**src/rtl/uart_tx_fsm.sv**
```systemverilog
// UART transmit frame sequencer: accepts a byte over valid/ready and walks the
// start/data/parity/stop phases, driving the TX mux select, serial bit and parity bit.
module uart_tx_fsm #(
  parameter int DATA_WIDTH = 8
) (
  input  logic                  CLK,
  input  logic                  RST,
  input  logic [DATA_WIDTH-1:0] P_DATA,
  input  logic                  Data_Valid,
  input  logic                  PAR_EN,
  input  logic                  PAR_TYP,
  output logic                  ready,
  output logic [1:0]            mux_sel,
  output logic                  ser_data,
  output logic                  par_bit,
  output logic                  busy
);

  localparam int CNT_W = $clog2(DATA_WIDTH);
  localparam logic [CNT_W-1:0] LAST_BIT = CNT_W'(DATA_WIDTH - 1);

  typedef enum logic [2:0] {
    IDLE,
    START,
    DATA,
    PARITY,
    STOP
  } state_t;

  state_t                  state;
  state_t                  state_next;
  logic [CNT_W-1:0]        bit_cnt;
  logic [CNT_W-1:0]        bit_cnt_next;
  logic [DATA_WIDTH-1:0]   data_reg;
  logic                    par_en_reg;
  logic                    accept;

  // STOP also accepts so that back-to-back frames need no idle gap.
  assign ready    = (state == IDLE) || (state == STOP);
  assign accept   = ready && Data_Valid;
  assign ser_data = data_reg[bit_cnt];

  always_comb begin
    state_next   = state;
    bit_cnt_next = bit_cnt;
    mux_sel      = 2'b11;
    case (state)
      IDLE, STOP: begin
        if (accept) begin
          state_next   = START;
          bit_cnt_next = '0;
        end else begin
          state_next = IDLE;
        end
      end
      START: begin
        mux_sel    = 2'b00;
        state_next = DATA;
      end
      DATA: begin
        mux_sel = 2'b01;
        if (bit_cnt == LAST_BIT) begin
          state_next   = par_en_reg ? PARITY : STOP;
          bit_cnt_next = '0;
        end else begin
          bit_cnt_next = bit_cnt + CNT_W'(1);
        end
      end
      PARITY: begin
        mux_sel    = 2'b10;
        state_next = STOP;
      end
      default: begin
        state_next   = IDLE;
        bit_cnt_next = '0;
      end
    endcase
  end

  always_ff @(posedge CLK or negedge RST) begin
    if (!RST) begin
      state   <= IDLE;
      bit_cnt <= '0;
    end else begin
      state   <= state_next;
      bit_cnt <= bit_cnt_next;
    end
  end

  // busy lags the state by one cycle to line up with the registered TX mux output.
  always_ff @(posedge CLK or negedge RST) begin
    if (!RST) begin
      data_reg   <= '0;
      par_en_reg <= 1'b0;
      par_bit    <= 1'b0;
      busy       <= 1'b0;
    end else begin
      busy <= (state != IDLE);
      if (accept) begin
        data_reg   <= P_DATA;
        par_en_reg <= PAR_EN;
        par_bit    <= PAR_TYP ? ~^P_DATA : ^P_DATA;
      end
    end
  end

endmodule

```
**config.mk**
```make
export PLATFORM = sky130hd
export DESIGN_NAME = uart_tx_fsm
export DESIGN_NICKNAME = d
export VERILOG_FILES = /design/src/rtl/uart_tx_fsm.sv
export SDC_FILE = /design/constraint.sdc
export NUM_CORES = 1
export LEC_CHECK = 0
export ABC_AREA = 1
export CORE_MARGIN = 3
export CORE_UTILIZATION = 49
export CTS_CLUSTER_SIZE = 16
export DETAILED_ROUTE_END_ITERATION = 10
export PLACE_DENSITY = 0.74
export SYNTH_ARGS = -nofsm -noshare
export SYNTH_HDL_FRONTEND = slang
export SYNTH_SLANG_ARGS = --single-unit
```
**constraint.sdc**
```tcl
create_clock -name CLK -period 1.6 [get_ports CLK]
set_input_delay 0.16 -clock CLK [delete_from_list [all_inputs] [get_ports CLK]]
set_output_delay 0.16 -clock CLK [all_outputs]
set_load 0.02 [all_outputs]
```
==> impl_metrics.env <==
export IMPL_final_cell_mix="47 x nand2_1, 16 x inv_1, 16 x dfrtp_1, 14 x clkdlybuf4s50_1"
export IMPL_crit_type="reg -> out"
export IMPL_setup_viol=0
export IMPL_hold_viol_final=0
export IMPL_endpoint_kind="output port"
export IMPL_syn2layout_area_growth_pct=26.8
export IMPL_grtUsageTotal=0.173
export IMPL_syn_area_um2=953
export IMPL_reg2reg_setup_slack_ns=0.14
export IMPL_synth_compound_area_frac=0.130
export IMPL_yosys_warnings=0
export IMPL_drc=0
export IMPL_synth_top_area_cell="dfrtp_1"
export IMPL_overflow=0
export IMPL_vdd_drop_max_mv=0.827
export IMPL_clk_latency_ns=0.30
export IMPL_antenna_found_initial=0
export IMPL_cts_tree="yes"
export IMPL_die_area_um2=2510
export IMPL_maxCapViolCount=0
export IMPL_ys_seq_area_frac=0.446
export IMPL_die_w_um=50.1
export IMPL_cts_htree_levels=1
export IMPL_start_util=0.535
export IMPL_diodes=0
export IMPL_switchingPower_mw=0.911
export IMPL_rows=15
export IMPL_netlist_instances=127
export IMPL_synth_seq_cells=17
export IMPL_root_buffer="clkbuf_4"
export IMPL_layout_min_cycle_time_ns=1.53
export IMPL_antenna_left=0
export IMPL_crit_family="flip-flops"
export IMPL_critPathMaxStageDelay_ns=0.46
export IMPL_worst_slack_ns=0.0699
export IMPL_synth_cell_type_count=19
export IMPL_status="finished clean"
export IMPL_grt_max_degree=18
export IMPL_wl_um=1880
export IMPL_pwr_share_clk=0.113
export IMPL_syn_avg_cell_area_um2=7.51
export IMPL_hold_path_class="in -> async"
export IMPL_p_per_area_nw_per_um2=1710
export IMPL_tightest_slew_ns=0.285
export IMPL_hpwl_um=1500
export IMPL_path_max_fanout=5
export IMPL_synth_xor_area_share=0.00919
export IMPL_grt_pass1_vias=782
export IMPL_drtIter0Drc=15
export IMPL_clock_skew_ns=0.00998
export IMPL_ios=19
export IMPL_clock_sinks=17
export IMPL_final_net_count=168
export IMPL_synth_top_family_by_area="simple AND/OR/NAND/NOR gates"
export IMPL_slew_violations=0
export IMPL_grt_pass1_wl_um=3210
export IMPL_die_h_um=50.1
export IMPL_share_seq_of_total_power=0.376
export IMPL_portBuffers=18
export IMPL_synth_nets=142
export IMPL_p_int_mw=1.16
export IMPL_vias=852
export IMPL_p_comb_frac=0.511
export IMPL_synth_area_leaders="dfrtp_1 45%, nand2_1 19%, inv_1 6.3%, o21ai_2 5.5%, o21ai_0 3.1%"
export IMPL_yosys_area_share_simple=0.294
export IMPL_vias_per_cell=4.81
export IMPL_place_ws_ns=-0.106
export IMPL_dr_pass1_iters=4
export IMPL_cts_buffers=3
export IMPL_crit_chain="buf_4 > nand2_1 > nand2_1 > a21oi_1 > a31oi_1 > buf_4"
export IMPL_clk_path_buf_depth=2
export IMPL_required_ns=1.44
export IMPL_cp_start_kind="flop"
export IMPL_synth_top_area_share=0.446
export IMPL_drive_above_1_share=0.171
export IMPL_fin_util=0.678
export IMPL_core_um2=1780
export IMPL_cp_arrival_ns=1.37
export IMPL_max_freq_mhz=654
export IMPL_rsz0062_at_grt="yes"
export IMPL_clkTransAtPathRegs_ns=0.10
export IMPL_drt_wirelength_per_cell_um=10.6
export IMPL_maxSlewHeadroom=0.810
export IMPL_p_sw_frac=0.440
export IMPL_largest_register_ffs=8
export IMPL_final_common_cell="nand2_1"
export IMPL_totalPowerFinal_mw=2.07
export IMPL_synth_adder_area_share=0.0262
export IMPL_synthMuxAreaShare=0
export IMPL_crit_path_top_delay_cell="dfrtp_2"
export IMPL_min_period_over_period=0.956
export IMPL_p_leak_nw=0.645
export IMPL_place_congestion=0.832
export IMPL_cp_buffers_inverters=2
## cell type report
| class | count | area (um2) |
|---|---|---|
| multi-input cells | 88 | 443 |
| inverters | 21 | 81.3 |
| flip-flops and latches | 17 | 427 |
| clock buffers | 4 | 26.3 |
| well taps | 25 | 31.3 |
| fillers | 148 | 574 |
| repair buffers | 22 | 200 |
## repair_timing
action / in CTS / in global routing
setup buffers: 0 / 1
resized for setup: 9 / 7
hold buffers: 0 / 0
endpoints found under the setup margin: 4 / 3
hold endpoints to repair: 0 / 0
pin swaps: 0 / 2
## power by group through the flow
stage / registers (mW) / logic [mW] / clock network (mW)
finish: 0.779 / 1.06 / 0.234
global route: 0.804 / 1.19 / 0.252
CTS: 0.770 / 1.03 / 0.232
detailed placement: 0.782 / 1.08 / 0
global placement: 0.773 / 1.05 / 0
floorplan: 0.767 / 0.689 / 0
## cell usage after synthesis, drive strengths merged
master  instances
xor2            1
nand3           5
or2             1
nor2           11
dfrtp          17
a21oi           2
buf             1
nand2          47
a31oi           1
nor3            1
inv            21
ha              2
o21ai          17
## worst register-to-register path, stage by stage (launching register included)
cell and delay [ns]:
dfrtp_2 0.46, buf_4 0.14, ha_1 0.18, ha_1 0.19, nor2_2 0.19, inv_1 0.07, o21ai_1 0.07, inv_1 0.05
## metrics by stage
stage / cell area, um2 / TNS [ns] / instances / hold slack (ns)
2_1_floorplan: 953 / 0 / 127 / -0.136
3_3_place_gp: 1180 / -0.0253 / 172 / 0.467
3_5_place_dp: 1180 / -0.106 / 172 / 0.469
4_1_cts: 1190 / 0 / 176 / 0.183
5_1_grt: 1210 / -0.0373 / 177 / 0.195
6_report: 1210 / 0 / 177 / 0.168
## cells by family (layout without fill, tap and decap cells)
logic type | after synthesis | after routing
buf+inv | 22 | 47
compound gates | 20 | 20
xor+xnor | 1 | 1
simple gates | 65 | 65
flops | 17 | 17
fa+ha+maj | 2 | 2
## final timing paths
| path | from | endpoint | cells after the start |
|---|---|---|---|
| min in group CLK | PAR_EN | par_en_reg | 3 |
| worst max-delay path | bit_cnt[0] | ser_data | 6 |
| worst max register to register | bit_cnt[0] | state[0] | 7 |
| max in group asynchronous | RST | bit_cnt[0] | 2 |
| worst min register to register | par_bit | par_bit | 2 |
| worst min-delay path | RST | bit_cnt[1] | 2 |
## layer usage
layer	track usage	wire length, um	vias to the layer above
li1	-	-	442
met1	0.179	749	378
met2	0.307	966	27
met3	0.0363	108	5
met4	0.115	49	0
met5	0	0	-
(Power assumes the default switching activity.)
